--- config.mk ---
export PLATFORM = sky130hd
export DESIGN_NAME = logic_unit_sweep_flat
export DESIGN_NICKNAME = d
export VERILOG_FILES = /design/src/rtl/logic_unit_sweep_if.sv /design/src/rtl/logic_unit_sweep.sv /design/src/flat_wrapper.sv
export SDC_FILE = /design/constraint.sdc
export NUM_CORES = 1
export LEC_CHECK = 0
export BUFFER_PORTS_ARGS = -buffer_cell sky130_fd_sc_hd__buf_2
export CAP_MARGIN = 10
export CELL_PAD_IN_SITES_DETAIL_PLACEMENT = 0
export CELL_PAD_IN_SITES_GLOBAL_PLACEMENT = 1
export CORE_UTILIZATION = 48
export CTS_BUF_LIST = sky130_fd_sc_hd__clkbuf_8
export CTS_CLUSTER_DIAMETER = 120
export DETAILED_ROUTE_END_ITERATION = 8
export PLACE_DENSITY = 0.86
export SYNTH_ARGS = -nofsm -noshare
export SYNTH_HDL_FRONTEND = slang
export SYNTH_SLANG_ARGS = --single-unit
--- constraint.sdc ---
create_clock -name clk -period 7.6 [get_ports clk]
set_input_delay 0.76 -clock clk [delete_from_list [all_inputs] [get_ports clk]]
set_output_delay 0.76 -clock clk [all_outputs]
set_load 0.02 [all_outputs]
--- src/rtl/logic_unit_sweep_if.sv ---
`default_nettype none
// ============================================================================
// Module      : logic_unit_sweep_if
// Description : Stimulus/result bus for logic_unit_sweep. The slave side is the
//               logic unit; the master side is the stimulus source/consumer.
// Revision    : 1.0 - initial release
// ============================================================================
interface logic_unit_sweep_if #(
  parameter int WIDTH = 4
);
  logic [2:0]       i_op;
  logic [WIDTH-1:0] i_a;
  logic [WIDTH-1:0] i_b;
  logic             i_in_valid;
  logic             o_in_ready;
  logic [WIDTH-1:0] o_y;
  logic             o_out_valid;
  logic             i_out_ready;
  logic             i_sweep_start;
  logic             o_sweep_busy;
  logic             o_sweep_done;

  modport slave (
    input  i_op,
    input  i_a,
    input  i_b,
    input  i_in_valid,
    output o_in_ready,
    output o_y,
    output o_out_valid,
    input  i_out_ready,
    input  i_sweep_start,
    output o_sweep_busy,
    output o_sweep_done
  );

  modport master (
    output i_op,
    output i_a,
    output i_b,
    output i_in_valid,
    input  o_in_ready,
    input  o_y,
    input  o_out_valid,
    output i_out_ready,
    output i_sweep_start,
    input  o_sweep_busy,
    input  o_sweep_done
  );
endinterface
`default_nettype wire

--- src/rtl/logic_unit_sweep.sv ---
`default_nettype none
// ============================================================================
// Module      : logic_unit_sweep
// Description : WIDTH-bit registered bitwise logic unit (8 gate functions) with
//               a one-deep valid/ready output stage and a hardware sweeper that
//               walks every (a,b) pair. Define LOGIC_SIG_EN for the o_sig port.
// Revision    : 1.0 - initial release
// ============================================================================
module logic_unit_sweep #(
  parameter int WIDTH = 4
) (
  input  wire logic         clk,
  input  wire logic         rst_n,
  logic_unit_sweep_if.slave bus
`ifdef LOGIC_SIG_EN
  ,
  output logic [WIDTH-1:0]  o_sig
`endif
);

  localparam int             CW         = 2 * WIDTH;
  localparam logic [CW-1:0]  C_CNT_LAST = '1;
  localparam logic [CW-1:0]  C_CNT_ONE  = 1;

  typedef enum logic [1:0] {
    S_IDLE  = 2'd0,
    S_SWEEP = 2'd1,
    S_DRAIN = 2'd2,
    S_DONE  = 2'd3
  } state_t;

  state_t           r_state;
  state_t           w_state_nxt;
  logic [CW-1:0]    r_cnt;
  logic [2:0]       r_sweep_op;
  logic [WIDTH-1:0] r_y;
  logic             r_out_valid;

  logic             w_idle;
  logic             w_sweeping;
  logic             w_draining;
  logic             w_can_load;
  logic             w_take;
  logic             w_src_valid;
  logic             w_accept;
  logic             w_start;
  logic             w_last;
  logic [2:0]       w_src_op;
  logic [WIDTH-1:0] w_src_a;
  logic [WIDTH-1:0] w_src_b;
  logic [WIDTH-1:0] w_result;

  function automatic logic [WIDTH-1:0] f_gate(
    input logic [2:0]       op,
    input logic [WIDTH-1:0] a,
    input logic [WIDTH-1:0] b
  );
    logic [WIDTH-1:0] r;
    case (op)
      3'b000:  r = a & b;
      3'b001:  r = a | b;
      3'b010:  r = ~(a & b);
      3'b011:  r = ~(a | b);
      3'b100:  r = a ^ b;
      3'b101:  r = ~(a ^ b);
      3'b110:  r = ~a;
      default: r = a;
    endcase
    return r;
  endfunction

  assign w_idle     = (r_state == S_IDLE);
  assign w_sweeping = (r_state == S_SWEEP);
  assign w_draining = (r_state == S_DRAIN);

  // The output stage can load whenever it is empty or being emptied this cycle.
  assign w_can_load  = !r_out_valid || bus.i_out_ready;
  assign w_take      = r_out_valid && bus.i_out_ready;
  assign w_src_valid = w_idle ? bus.i_in_valid : w_sweeping;
  assign w_accept    = w_can_load && w_src_valid;
  assign w_start     = w_idle && bus.i_sweep_start;
  assign w_last      = w_sweeping && w_accept && (r_cnt == C_CNT_LAST);

  // The sweeper replaces the external source; a takes the counter's upper half.
  assign w_src_op = w_sweeping ? r_sweep_op          : bus.i_op;
  assign w_src_a  = w_sweeping ? r_cnt[CW-1:WIDTH]   : bus.i_a;
  assign w_src_b  = w_sweeping ? r_cnt[WIDTH-1:0]    : bus.i_b;
  assign w_result = f_gate(w_src_op, w_src_a, w_src_b);

  always_ff @(posedge clk or negedge rst_n) begin
    if (!rst_n) begin
      r_state <= S_IDLE;
    end else begin
      r_state <= w_state_nxt;
    end
  end

  always_comb begin
    w_state_nxt = r_state;
    case (r_state)
      S_IDLE:  if (bus.i_sweep_start) w_state_nxt = S_SWEEP;
      S_SWEEP: if (w_last)            w_state_nxt = S_DRAIN;
      S_DRAIN: if (w_take)            w_state_nxt = S_DONE;
      S_DONE:                         w_state_nxt = S_IDLE;
      default:                        w_state_nxt = S_IDLE;
    endcase
  end

  always_ff @(posedge clk or negedge rst_n) begin
    if (!rst_n) begin
      r_y         <= '0;
      r_out_valid <= 1'b0;
    end else if (w_accept) begin
      r_y         <= w_result;
      r_out_valid <= 1'b1;
    end else if (w_take) begin
      r_out_valid <= 1'b0;
    end
  end

  // The counter parks on all-ones after the final accept instead of wrapping.
  always_ff @(posedge clk or negedge rst_n) begin
    if (!rst_n) begin
      r_cnt      <= '0;
      r_sweep_op <= 3'b000;
    end else if (w_start) begin
      r_cnt      <= '0;
      r_sweep_op <= bus.i_op;
    end else if (w_sweeping && w_accept && !w_last) begin
      r_cnt      <= r_cnt + C_CNT_ONE;
    end
  end

  assign bus.o_in_ready   = w_can_load && w_idle;
  assign bus.o_y          = r_y;
  assign bus.o_out_valid  = r_out_valid;
  assign bus.o_sweep_busy = !w_idle;
  assign bus.o_sweep_done = (r_state == S_DONE);

`ifdef LOGIC_SIG_EN
  logic [WIDTH-1:0] r_sig;
  logic [WIDTH-1:0] w_sig_rot;

  generate
    if (WIDTH == 1) begin : g_rot_w1
      assign w_sig_rot = r_sig;
    end else begin : g_rot_wn
      assign w_sig_rot = {r_sig[WIDTH-2:0], r_sig[WIDTH-1]};
    end
  endgenerate

  always_ff @(posedge clk or negedge rst_n) begin
    if (!rst_n) begin
      r_sig <= '0;
    end else if (w_start) begin
      r_sig <= '0;
    end else if (w_take && (w_sweeping || w_draining)) begin
      r_sig <= w_sig_rot ^ r_y;
    end
  end

  assign o_sig = r_sig;
`endif

endmodule
`default_nettype wire

--- src/flat_wrapper.sv ---
// flat-port wrapper written by rule: the top's interface ports become plain ports
module logic_unit_sweep_flat 
#(
  parameter int WIDTH = 4
)
  (clk, rst_n, bus_i_op, bus_i_a, bus_i_b, bus_i_in_valid, bus_o_in_ready, bus_o_y, bus_o_out_valid, bus_i_out_ready, bus_i_sweep_start, bus_o_sweep_busy, bus_o_sweep_done);
  logic_unit_sweep_if #(.WIDTH(WIDTH)) bus_i ();
  input  wire logic clk;
  input  wire logic rst_n;
  input wire logic [$bits(bus_i.i_op)-1:0] bus_i_op;
  input wire logic [$bits(bus_i.i_a)-1:0] bus_i_a;
  input wire logic [$bits(bus_i.i_b)-1:0] bus_i_b;
  input wire logic [$bits(bus_i.i_in_valid)-1:0] bus_i_in_valid;
  output wire logic [$bits(bus_i.o_in_ready)-1:0] bus_o_in_ready;
  output wire logic [$bits(bus_i.o_y)-1:0] bus_o_y;
  output wire logic [$bits(bus_i.o_out_valid)-1:0] bus_o_out_valid;
  input wire logic [$bits(bus_i.i_out_ready)-1:0] bus_i_out_ready;
  input wire logic [$bits(bus_i.i_sweep_start)-1:0] bus_i_sweep_start;
  output wire logic [$bits(bus_i.o_sweep_busy)-1:0] bus_o_sweep_busy;
  output wire logic [$bits(bus_i.o_sweep_done)-1:0] bus_o_sweep_done;
  assign bus_i.i_op = bus_i_op;
  assign bus_i.i_a = bus_i_a;
  assign bus_i.i_b = bus_i_b;
  assign bus_i.i_in_valid = bus_i_in_valid;
  assign bus_o_in_ready = bus_i.o_in_ready;
  assign bus_o_y = bus_i.o_y;
  assign bus_o_out_valid = bus_i.o_out_valid;
  assign bus_i.i_out_ready = bus_i_out_ready;
  assign bus_i.i_sweep_start = bus_i_sweep_start;
  assign bus_o_sweep_busy = bus_i.o_sweep_busy;
  assign bus_o_sweep_done = bus_i.o_sweep_done;
  logic_unit_sweep #(.WIDTH(WIDTH)) u_core (.clk(clk), .rst_n(rst_n), .bus(bus_i));
endmodule
# After elaboration in Yosys (flattened, before gate mapping)
# Index checks and enable logic that the tools add are counted.
# word_totals
register_bits	18
# classes
add_sub_neg	1
eq_ne	13
n_mux	13
bitwise_logic	7
n_reduce_logical	16
# op_table
operator	n
$pmux 4 s7	1
$mux 8	2
$not 4->4	4
$eq 3x3->1 const B	3
$add 8x1->8 const B	1
$eq 8x8->1 const B	1
$mux 4	2
$pmux 2 s4	1
$logic_and 1x1->1	7
$eq 3x2->1 const B	2
$mux 2	3
$ne 2x2->1 const B	3
$and 4x4->4	1
$eq 2x2->1 const B	2
$or 4x4->4	1
$reduce_bool 2->1	2
$xor 4x4->4	1
$eq 3x1->1 const B	1
$logic_not 1->1	3
$logic_not 3->1	1
$mux 1	3
$mux 3	1
$reduce_and 3->1	1
$eq 2x1->1 const B	1
other kinds (2)	2

# Depth between registers and ports, before layout
# Gate-level depths: netlist of run 1.
# logic_depth
word_depth	9
mapped_depth	13
ltp_nobuf	10

# Least setup slack after synthesis of run 1
# OpenSTA, ideal clock, no wires.
# synth_timing
path_type	reg2reg
start	register u_core.r_state[1]
end	register u_core.r_y[3] (netlist: u_core.bus.o_y[3])
t_arrival_ns	2.348
t_required_ns	7.474
path_slack_ns	5.126
path_stages_with_launch	12
n_path_buf	3
period_less_slack_ns	2.474
cell_sequence	dfrtp_1 inv_1 ha_1 buf_6 buf_2 buf_2 mux2_2 inv_1 ha_1 o211ai_1 xnor2_1 a221o_1
# synth_via
elab_chain_len	5
# synth_lines
item	line_no	rtl
from (decl)	logic_unit_sweep.sv:32	state_t r_state;
from (signal assigned)	logic_unit_sweep.sv:94	r_state <= w_state_nxt;
$eq 2x1->1	logic_unit_sweep.sv:73	assign w_sweeping = (r_state == S_SWEEP);
$mux 4, on equally long branches	logic_unit_sweep.sv:86, logic_unit_sweep.sv:87	
$xor 4x4->4, or another cell as far along	logic_unit_sweep.sv:64, logic_unit_sweep.sv:65	
$not 4->4, on equally long branches	logic_unit_sweep.sv:65, logic_unit_sweep.sv:62, logic_unit_sweep.sv:63	
$pmux 4 s7	logic_unit_sweep.sv:59	case (op)
to (signal assigned)	logic_unit_sweep.sv:114	r_y <= w_result;
to (decl)	logic_unit_sweep.sv:36	logic [WIDTH-1:0] r_y;
# Parallel ways exist; a longest one is shown, timed or not.
# A chain may end at the register's enable or synchronous reset.

# Worst setup path in the final report of run 1
# layout_timing
start	register u_core.r_state[1]
end	register u_core.r_y[0] (netlist: u_core.bus.o_y[0])
# The elaborated chain is that of the path after synthesis.

==> flow_metrics.tcl, run 1 <==
set metrics [dict create \
    wl_met3_um 132 \
    post_cts_buffers 0 \
    yosys.cell_types.count 36 \
    fin_crit_ns 2.97 \
    ios 24 \
    syn_to_final_growth_pct 12.3 \
    endpoint_kind "register" \
    cts_buffers 3 \
    crit_type "reg2reg" \
    instances_no_fill 228 \
    hold_path_class "in2async" \
    violations "design-rule violations" \
    multi_input_area_um2 965 \
    dpl.cell_count 224 \
    p_leak_nw 0.776 \
    grt_setup_unrepaired "false" \
    post_drt_wl_per_cell_um 14.8 \
    antenna_cells 0 \
    core-area_um2 2880 \
    netlist_instances 166 \
    drtIter0Drc 64 \
    cts_resized 0 \
    first_pass_iters 6 \
    grt_start_max_net_pins 25 \
    synth.yosys.warnings 0 \
    cts_buffer_depth 2 \
    gp_congestion 0.827 \
    crit_arrival_ns 3.12 \
    root_buffer "clkbuf_8" \
    seq_area_um2 450 \
    ant_nets 0 \
    fp-row-count 19 \
    p_per_area_nw_per_um2 360 \
    synth_top_area_share 0.299 \
    grt-ovfl-total 0 \
    die_area_um2 3370 \
    synth.ff_latch_count 18 \
    preCtsSetupSlack_ns 4.64 \
    worst_pin_slew_ns 1.04 \
    fin_setup_tns_ns 0 \
    vias 1272 \
    io_buffers 23 \
    whs_ns 0.427 \
    peakVddDrop_uv 169 \
    synth_nets 195 \
    cts_htree_levels 1 \
    remaining_drc_errors 2 \
    layout_setup_ws_ns 4.63 \
    wl_met1_um 1530 \
    fmax_mhz 336 \
    synthTopCellsByArea "dfrtp_1, ha_1, mux2i_1" \
    gr-usage-all-layers 0.223 \
    yosysSeqAreaShare 0.299 \
    final_net_count 216 \
    finalMaxSlewViolations 0 \
    setup_violations 0 \
    hold_viol 0 \
    hpwl_um 2570 \
    first_global_vias 1237 \
    status "finished with violations" \
    initial_core_util 0.525 \
    top_layer_used "met4" \
    startpoint_type "register" \
    clock-sinks 18 \
    fillers 268 \
    fp.dieH_um 58.1 \
    cts_hold_buf 0 \
    finalClockSkew_ns 0.00222 \
    clk_latency_ns 0.26 \
    critical_path.max_fanout 24 \
    fin_crit_sh 0.391 \
    syn-cell-area_um2 1510 \
    viasPerCell 5.58 \
    die_w_um 58.1 \
    antenna_found_initial 0 \
    cp.required_ns 7.74 \
    grt_first_pass_wirelength_um 5720 \
    cts_tree "built" \
    yosys.area.top_type "dfrtp_1" \
    wl_um 3360 \
    wl_met2_um 1620 \
    drive_gt1_frac 0.220 \
    syn_avg_cell_area_um2 9.09 \
    slew_headroom 0.308 \
    cts.clk_slew.worst_paths_ns 0.07 \
    maxCapViolCount 0 \
]
==> kinds of logic after synthesis <==
family / after synthesis / share of synthesized area
compound gates: 28 / 0.124
xor+xnor: 11 / 0.0639
fa+ha+maj: 13 / 0.108
buf+inv: 22 / 0.0622
flops: 18 / 0.299
mux: 26 / 0.185
simple gates: 48 / 0.158
==> state kept, by name, indices dropped and copies added (netlist names) <==
name                    flops
u_core.r_cnt                8
u_core.bus.o_out_valid      1
u_core.r_state              2
u_core.r_sweep_op           3
u_core.bus.o_y              4
==> cell usage in the layout (no fill, tap or decap), types with 2 or more instances in the layout <==
master / Yosys / final
a211oi_1: 2 / 2
a21oi_1: 7 / 7
a221oi_1: 2 / 2
buf_2: 3 / 23
clkbuf_8: 0 / 4
dfrtp_1: 18 / 18
ha_1: 13 / 13
inv_1: 15 / 15
mux2_2: 11 / 11
mux2i_1: 14 / 14
nand2_1: 5 / 5
nand2b_1: 3 / 3
nand3_1: 9 / 9
nand3b_1: 2 / 2
nor2_1: 14 / 14
nor3_1: 7 / 7
o21ai_0: 8 / 8
o31ai_1: 2 / 2
or3_1: 3 / 3
xnor2_1: 8 / 8
xor2_1: 3 / 3
==> metal layers <==
layer,GRT usage,up-vias
li1,-,624
met5,0,-
met1,0.300,614
met4,0.102,0
met3,0.0290,7
met2,0.358,27
==> area by class of cell <==
cell class,instances,area share
clock buffers,4,0.0325
flip-flops and latches,18,0.266
well taps,42,0.0310
repair buffers,23,0.0679
multi-input cells,126,0.569
inverters,15,0.0332
==> cells in the mapped netlist <==
library cell and number:
buf_6 1, mux2_4 1, and2_4 1, clkbuf_1 2
dfrtp_1 18, o2111ai_2 1, mux2i_1 14, o31ai_1 2
nand4_1 1, nand2_1 5, nand3b_1 2, buf_1 1
and2_1 1, o21ai_0 8, a31oi_1 1, a221oi_1 2
xnor2_1 8, nand3_1 9, o211ai_1 1, a211oi_1 2
nor3b_1 1, a32oi_1 1, a22oi_1 1, nor3_1 7
inv_1 15, or3_1 3, ha_1 13, and3_1 1
xor2_1 3, a221o_1 1, buf_2 3, nand2b_1 3
nor2_1 14, o32a_1 1, a21oi_1 7, mux2_2 11
==> worst paths after layout <==
path	from	end	slack, ns	cells after the start
max in group asynchronous	rst_n	u_core.bus.o_y[0]$_DFFE_PN0N_	6.87	1
max	u_core.r_state[1]$_DFFE_PN0P_	u_core.bus.o_y[0]$_DFFE_PN0N_	4.63	6
min reg2reg	u_core.bus.o_y[1]$_DFFE_PN0N_	u_core.bus.o_y[1]$_DFFE_PN0N_	0.53	2
min	rst_n	u_core.r_cnt[0]$_DFFE_PN0P_	0.43	1
min in group clk	u_core.bus.o_y[1]$_DFFE_PN0N_	u_core.bus.o_y[1]$_DFFE_PN0N_	0.53	2
max reg2reg	u_core.r_state[1]$_DFFE_PN0P_	u_core.bus.o_y[0]$_DFFE_PN0N_	4.63	6
==> stage by stage <==
stage	cell area (um2)	power [mW]	utilization
floorplan	1510	0.454	-
global placement	1640	0.515	0.570
detailed placement	1640	0.530	0.570
CTS	1690	0.614	0.589
global route	1690	0.659	0.589
finish	1690	0.610	0.589
==> power breakdown <==
| group | total [mW] | internal (mW) | switching [mW] |
|---|---|---|---|
| Combinational | 0.372 | 0.165 | 0.207 |
| Clock | 0.0820 | 0.0462 | 0.0359 |
| Sequential | 0.156 | 0.127 | 0.0286 |
==> worst max-delay path, stage by stage, from the launching register on <==
cell	delay, ns
dfrtp_1	0.41
inv_1	0.10
ha_1	0.85
mux2i_1	0.90
nor3_1	0.19
a211oi_1	0.30
a21oi_1	0.09
Power figures use the tool's default switching activity.
==> inputs of run 2 (changes only) <==
--- a/config.mk
+++ b/config.mk
@@ -5,15 +5,16 @@
 export SDC_FILE = /design/constraint.sdc
 export NUM_CORES = 1
 export LEC_CHECK = 0
+export ABC_AREA = 1
 export BUFFER_PORTS_ARGS = -buffer_cell sky130_fd_sc_hd__buf_2
 export CAP_MARGIN = 10
 export CELL_PAD_IN_SITES_DETAIL_PLACEMENT = 0
 export CELL_PAD_IN_SITES_GLOBAL_PLACEMENT = 1
-export CORE_UTILIZATION = 48
+export CORE_UTILIZATION = 41
 export CTS_BUF_LIST = sky130_fd_sc_hd__clkbuf_8
 export CTS_CLUSTER_DIAMETER = 120
 export DETAILED_ROUTE_END_ITERATION = 8
-export PLACE_DENSITY = 0.86
+export PLACE_DENSITY = 0.79
 export SYNTH_ARGS = -nofsm -noshare
 export SYNTH_HDL_FRONTEND = slang
 export SYNTH_SLANG_ARGS = --single-unit
==> constraint.sdc (replaced) <==
create_clock -name clk -period 2.8 [get_ports clk]
set_input_delay 0.28 -clock clk [delete_from_list [all_inputs] [get_ports clk]]
set_output_delay 0.28 -clock clk [all_outputs]
set_load 0.02 [all_outputs]
==> run 2 against run 1 <==
The flow now finishes without violations. Synthesized area grew 11%. Utilization fell by 9.4 points. Fmax up 30%. Highest routed layer unchanged. Clock skew up 0.0020 ns. Via count up 24%. Flip-flop and latch count stayed put. Sequential share of layout area fell by 2.7 points.
==> flow_metrics.tcl, run 2 <==
set metrics [dict create \
    timing.rr.start "u_core.r_state[1]$_DFFE_PN0P_" \
    io_buffers 23 \
    hold_end "u_core.r_sweep_op[1]$_DFFE_PN0P_" \
    r2r-end "u_core.bus.o_y[2]$_DFFE_PN0N_" \
    yosysMostFrequentCell "nand2_1" \
    gr-usage-all-layers 0.199 \
    synth_edf_count 0 \
    maxCapViolCount 0 \
    syn-cell-area_um2 1680 \
    most-common-layout-cells "nand2_1, inv_1, buf_2" \
    cp.required_ns 2.95 \
    post_drt_wl_per_cell_um 10.9 \
    top_layer_used "met4" \
    cts.clk_slew.worst_paths_ns 0.07 \
    netlist_instances 262 \
    remaining_drc_errors 0 \
    vias 1582 \
    clock-sinks 18 \
    async_reset_ff_frac 1.00 \
    antenna_found_initial 0 \
    synthFlopType "dfrtp_1" \
    fillers 407 \
    wl_met2_um 1730 \
    p_leak_nw 1.11 \
    fp-row-count 22 \
    hold_viol 0 \
    gp_congestion 0.782 \
    die_w_um 65.9 \
    syn_to_final_growth_pct 12.2 \
    yosys.cell_types.count 26 \
    min-delay-start "bus_i_op[1]" \
    peakVddDrop_uv 494 \
    die_area_um2 4350 \
    grt_start_max_net_pins 20 \
    crit_type "reg2reg" \
    final_core_util 0.495 \
    ff2ff_path_depth 12 \
    first_global_vias 1543 \
    wl_um 3650 \
    ant_nets 0 \
    core-area_um2 3800 \
    clk_latency_ns 0.26 \
    hold_depth 3 \
    cts_resized 0 \
    yosys.area.top_type "dfrtp_1" \
    fin_setup_tns_ns 0 \
    grt-ovfl-total 0 \
    finalClockSkew_ns 0.00417 \
    finalMaxSlewViolations 0 \
    grt_first_pass_wirelength_um 6660 \
    wl_met3_um 114 \
    final_net_count 317 \
    synth_top_area_share 0.269 \
    endpoint_kind "register" \
    wl_met1_um 1770 \
    p_per_area_nw_per_um2 957 \
    drtIter0Drc 88 \
    synth_common_cells "nand2_1, inv_1, dfrtp_1, o21ai_0, nor2_1" \
    largest_reg_flops 8 \
    cts_htree_levels 1 \
    drive_gt1_frac 0.167 \
    r2r_slack_ns 0.51 \
    hold_path_class "in2reg" \
    crit_chain "inv_1, ha_1, nand2_1, o21a_1, ha_1, inv_1, nand4_1, nand2_1, nor2_1, nand2_1, nand2_1, nand2_1" \
    critical_path.max_fanout 19 \
    cpMostUsedCell "nand2_1" \
    synth.ff_latch_count 18 \
    first_pass_iters 4 \
    antenna_cells 0 \
    hpwl_um 2920 \
    status "finished clean" \
    slowest_delay_ns 0.57 \
    fin_crit_sh 0.816 \
    viasPerCell 4.72 \
    worst_pin_slew_ns 0.622 \
    final_common_cell "nand2_1" \
    cts_buffers 3 \
    crit_arrival_ns 2.43 \
    ios 24 \
    initial_core_util 0.441 \
    grt_setup_unrepaired "false" \
    slew_headroom 0.585 \
    cts_tree "built" \
    startpoint_type "register" \
    syn_avg_cell_area_um2 6.40 \
    cts_buffer_depth 2 \
    yosysSeqAreaShare 0.269 \
    setup_violations 0 \
    root_buffer "clkbuf_8" \
    top_register "u_core.r_cnt" \
    synth_nets 291 \
    worst_path_max_delay_cell "ha_1" \
    fin_crit_ns 2.29 \
    synthTopCellsByArea "dfrtp_1, nand2_1, inv_1" \
    fp.dieH_um 65.9 \
    post_cts_buffers 0 \
    fmax_mhz 438 \
    synth.yosys.warnings 0 \
]
## run 2: changes by cell type after synthesis, moves of 4 or more
cell | previous run | this run
nand2_4 | 0 | 4
xnor2_1 | 8 | 0
nor3_1 | 7 | 3
mux2i_1 | 14 | 0
o21ai_0 | 8 | 18
inv_1 | 15 | 46
o21ai_1 | 0 | 5
nand2_2 | 0 | 6
mux2_2 | 11 | 0
nand2_1 | 5 | 97
nand3_2 | 0 | 5
## run 2: layout make-up
type | count | area [um2] | area share
Timing Repair Buffer | 25 | 133 | 0.0705
Sequential cell | 18 | 450 | 0.239
Clock buffer | 4 | 55.1 | 0.0293
Tap cell | 48 | 60.1 | 0.0319
Inverter | 48 | 183 | 0.0971
Multi-Input combinational cell | 192 | 1000 | 0.532
## run 2: repair_timing
action | in CTS | in global routing
endpoints found under the hold margin | 18 | 0
hold buffers | 1 | 0
setup endpoints to repair | 0 | 0
## run 2: logic make-up after synthesis
logic type                 share of synthesized area
AOI/OAI and AO/OA                             0.0970
DFF                                            0.269
and+or+nand+nor                                0.393
xor gates and xnor gates                      0.0104
buffers and inverters                          0.134
adders and majority gates                     0.0970
## run 2: worst max-delay path, delay by kind of cell (launching register included)
| family | cells | cell delay [ns] |
|---|---|---|
| fa+ha+maj | 2 | 0.88 |
| simple gates | 7 | 0.55 |
| flops | 1 | 0.40 |
| buf+inv | 2 | 0.18 |
| compound gates | 1 | 0.17 |
## run 2: power breakdown
part / internal [mW] / switching [mW] / total [mW]
sequential: 0.359 / 0.0809 / 0.440
combinational: 0.395 / 0.744 / 1.14
clock: 0.125 / 0.0959 / 0.221
total: 0.880 / 0.921 / 1.80
## run 2: worst max-delay path by stage
stage | startpoint | end | slack, ns | depth (start not counted)
2_1_floorplan | u_core.r_state[0]$_DFFE_PN0P_ | u_core.bus.o_y[0]$_DFFE_PN0N_ | 0.90 | 14
3_3_place_gp | u_core.r_state[1]$_DFFE_PN0P_ | u_core.bus.o_y[0]$_DFFE_PN0N_ | 0.60 | 14
3_5_place_dp | u_core.r_state[1]$_DFFE_PN0P_ | u_core.bus.o_y[0]$_DFFE_PN0N_ | 0.50 | 14
4_1_cts | u_core.r_state[1]$_DFFE_PN0P_ | u_core.bus.o_y[2]$_DFFE_PN0N_ | 0.50 | 13
5_1_grt | u_core.r_state[1]$_DFFE_PN0P_ | u_core.bus.o_y[3]$_DFFE_PN0N_ | 0.21 | 13
6_report | u_core.r_state[1]$_DFFE_PN0P_ | u_core.bus.o_y[2]$_DFFE_PN0N_ | 0.51 | 12
## run 2: metrics by stage
stage / instances / power [mW] / cell area (um2) / hold WS, ns / setup WS, ns
2_1_floorplan: 262 / 1.36 / 1680 / -0.0156 / 0.896
3_3_place_gp: 330 / 1.59 / 1820 / 0.248 / 0.595
3_5_place_dp: 330 / 1.59 / 1820 / 0.249 / 0.504
4_1_cts: 335 / 1.82 / 1880 / 0.306 / 0.501
5_1_grt: 335 / 2.03 / 1880 / 0.358 / 0.215
6_report: 335 / 1.80 / 1880 / 0.314 / 0.515
## run 2: per-layer routing
| metal | GRT usage | vias to the layer above |
|---|---|---|
| met4 | 0.0718 | 0 |
| met3 | 0.0276 | 4 |
| met1 | 0.260 | 710 |
| met2 | 0.332 | 17 |
| li1 | - | 851 |
| met5 | 0 | - |
==> inputs of run 3 (changes only) <==
--- a/config.mk
+++ b/config.mk
@@ -10,11 +10,11 @@
 export CAP_MARGIN = 10
 export CELL_PAD_IN_SITES_DETAIL_PLACEMENT = 0
 export CELL_PAD_IN_SITES_GLOBAL_PLACEMENT = 1
-export CORE_UTILIZATION = 41
+export CORE_UTILIZATION = 37
 export CTS_BUF_LIST = sky130_fd_sc_hd__clkbuf_8
 export CTS_CLUSTER_DIAMETER = 120
 export DETAILED_ROUTE_END_ITERATION = 8
-export PLACE_DENSITY = 0.79
+export PLACE_DENSITY = 0.75
 export SYNTH_ARGS = -nofsm -noshare
 export SYNTH_HDL_FRONTEND = slang
 export SYNTH_SLANG_ARGS = --single-unit
==> constraint.sdc (replaced) <==
create_clock -name clk -period 1.85 [get_ports clk]
set_input_delay 0.185 -clock clk [delete_from_list [all_inputs] [get_ports clk]]
set_output_delay 0.185 -clock clk [all_outputs]
set_load 0.02 [all_outputs]
==> run 3 against run 2 <==
Final cell count is 6.3% higher. Flip-flop and latch count unchanged. Sequential power increased by 52%. Wire length up 12%. Combinational power increased by 100%. Clock-buffer cell count did not move. Register-to-register slack worse by 0.47 ns. Critical path type unchanged. Setup slack got worse by 0.47 ns. Worst hold slack worse by 0.095 ns.
==> flow_metrics.tcl, run 3 (synthesis results as in run 2) <==
set metrics [dict create \
    status "finished clean" \
    hold_path_class "in2reg" \
    syn_to_final_growth_pct 33.3 \
    gr-usage-all-layers 0.176 \
    core-area_um2 4350 \
    r2r_slack_ns 0.04 \
    totalPowerFinal_mw 3.28 \
    hold_viol 0 \
    placed_cell_area_um2 1900 \
    final_core_util 0.513 \
    wl_um 4090 \
    ios 24 \
    cts_htree_levels 1 \
    io_buffers 23 \
    slew_headroom 0.706 \
    final_net_count 334 \
    first_global_vias 1560 \
    fmax_mhz 554 \
    viasPerCell 4.58 \
    cts_tree "built" \
    peakVddDrop_uv 799 \
    cts_buffers 3 \
    antenna_found_initial 0 \
    p_leak_nw 1.23 \
    min-delay-start "bus_i_op[2]" \
    antenna_cells 0 \
    dpl.cell_count 343 \
    vias 1632 \
    top_register "u_core.r_cnt" \
    fp-row-count 24 \
    crit_arrival_ns 1.96 \
    whs_ns 0.218 \
    crit_type "reg2reg" \
    cts_buffer_depth 2 \
    cp.required_ns 2.01 \
    fin_crit_sh 0.976 \
    timing.rr.start "u_core.r_state[0]$_DFFE_PN0P_" \
    most-common-layout-cells "nand2_1, inv_1, buf_2" \
    drive_gt1_frac 0.296 \
    startpoint_type "register" \
    hpwl_um 3020 \
    gp_congestion 0.727 \
    drtIter0Drc 91 \
    final_cell_area_um2 2230 \
    post_drt_wl_per_cell_um 11.5 \
    cts.clk_slew.worst_paths_ns 0.08 \
    hold_end "u_core.r_sweep_op[2]$_DFFE_PN0P_" \
    worst_pin_slew_ns 0.440 \
    root_buffer "clkbuf_8" \
    fin_crit_ns 1.81 \
    finalMaxSlewViolations 0 \
    p_per_area_nw_per_um2 1470 \
    clock-sinks 18 \
    setup_violations 0 \
    largest_reg_flops 8 \
    final_common_cell "nand2_1" \
    r2r-end "u_core.bus.o_y[2]$_DFFE_PN0N_" \
    die_w_um 69.3 \
    endpoint_kind "register" \
    grt_start_max_net_pins 26 \
    fp.dieH_um 69.3 \
    hold_depth 3 \
    grt_setup_unrepaired "true" \
    maxCapViolCount 0 \
    remaining_drc_errors 0 \
    ff2ff_path_depth 11 \
    clk_latency_ns 0.26 \
    finalClockSkew_ns 0.0114 \
    grt-ovfl-total 0 \
    initial_core_util 0.385 \
    grt_first_pass_wirelength_um 6910 \
    first_pass_iters 4 \
    ant_nets 0 \
    fillers 425 \
    critical_path.max_fanout 12 \
    instances_no_fill 356 \
    die_area_um2 4800 \
]
==> run 3: per-layer routing <==
metal,share of wire,GRT usage,vias up,routed length [um]
li1,-,-,892,-
met1,0.49,0.236,723,2000
met2,0.49,0.282,15,1980
met3,0.017,0.0247,2,69
met4,0.0076,0.0771,0,31
met5,0,0,-,0
==> run 3: cell type report <==
| cell class | count | area, um2 | share of cell area |
|---|---|---|---|
| inverters | 48 | 183 | 0.0817 |
| repair buffers | 41 | 300 | 0.134 |
| flip-flops and latches | 18 | 450 | 0.202 |
| clock buffers | 4 | 55.1 | 0.0246 |
| well taps | 52 | 65.1 | 0.0291 |
| multi-input cells | 193 | 1180 | 0.529 |
==> run 3: how the worst max path moves through the flow <==
stage / startpoint / end
5_1_grt: u_core.r_state[1]$_DFFE_PN0P_ / u_core.bus.o_y[0]$_DFFE_PN0N_
3_5_place_dp: u_core.r_state[0]$_DFFE_PN0P_ / u_core.bus.o_y[0]$_DFFE_PN0N_
6_report: u_core.r_state[0]$_DFFE_PN0P_ / u_core.bus.o_y[2]$_DFFE_PN0N_
4_1_cts: u_core.r_state[0]$_DFFE_PN0P_ / u_core.bus.o_y[0]$_DFFE_PN0N_
2_1_floorplan: u_core.r_state[0]$_DFFE_PN0P_ / u_core.bus.o_y[0]$_DFFE_PN0N_
3_3_place_gp: u_core.r_state[1]$_DFFE_PN0P_ / u_core.bus.o_y[3]$_DFFE_PN0N_
==> run 3: worst max-delay path: stages (launching register included) <==
cell	delay, ns
dfrtp_1	0.41
ha_4	0.20
clkbuf_16	0.18
o21a_4	0.23
ha_4	0.26
inv_1	0.03
nand4_1	0.07
nand2_1	0.06
nor2_1	0.10
nand2_1	0.06
nand2_1	0.06
nand2_1	0.05
==> run 3: per-stage QoR <==
step                setup TNS (ns)  worst slack, ns
finish                           0           0.0449
global route                -0.110          -0.0359
CTS                              0          0.00174
detailed placement        -0.00566         -0.00566
global placement                 0           0.0323
floorplan                  -0.0956          -0.0304
==> run 3: repair_timing <==
item,in CTS,in global routing
hold buffers,1,0
gates resized for setup,0,39
buffers inserted,0,5
setup endpoints to repair,0,7
endpoints found under the hold margin,18,0
==> run 3: power breakdown <==
part | total, mW | internal [mW] | leakage (nW) | switching, mW
logic | 2.28 | 0.963 | 0.974 | 1.32
registers | 0.667 | 0.543 | 0.230 | 0.124
clock network | 0.333 | 0.189 | 0.0288 | 0.143
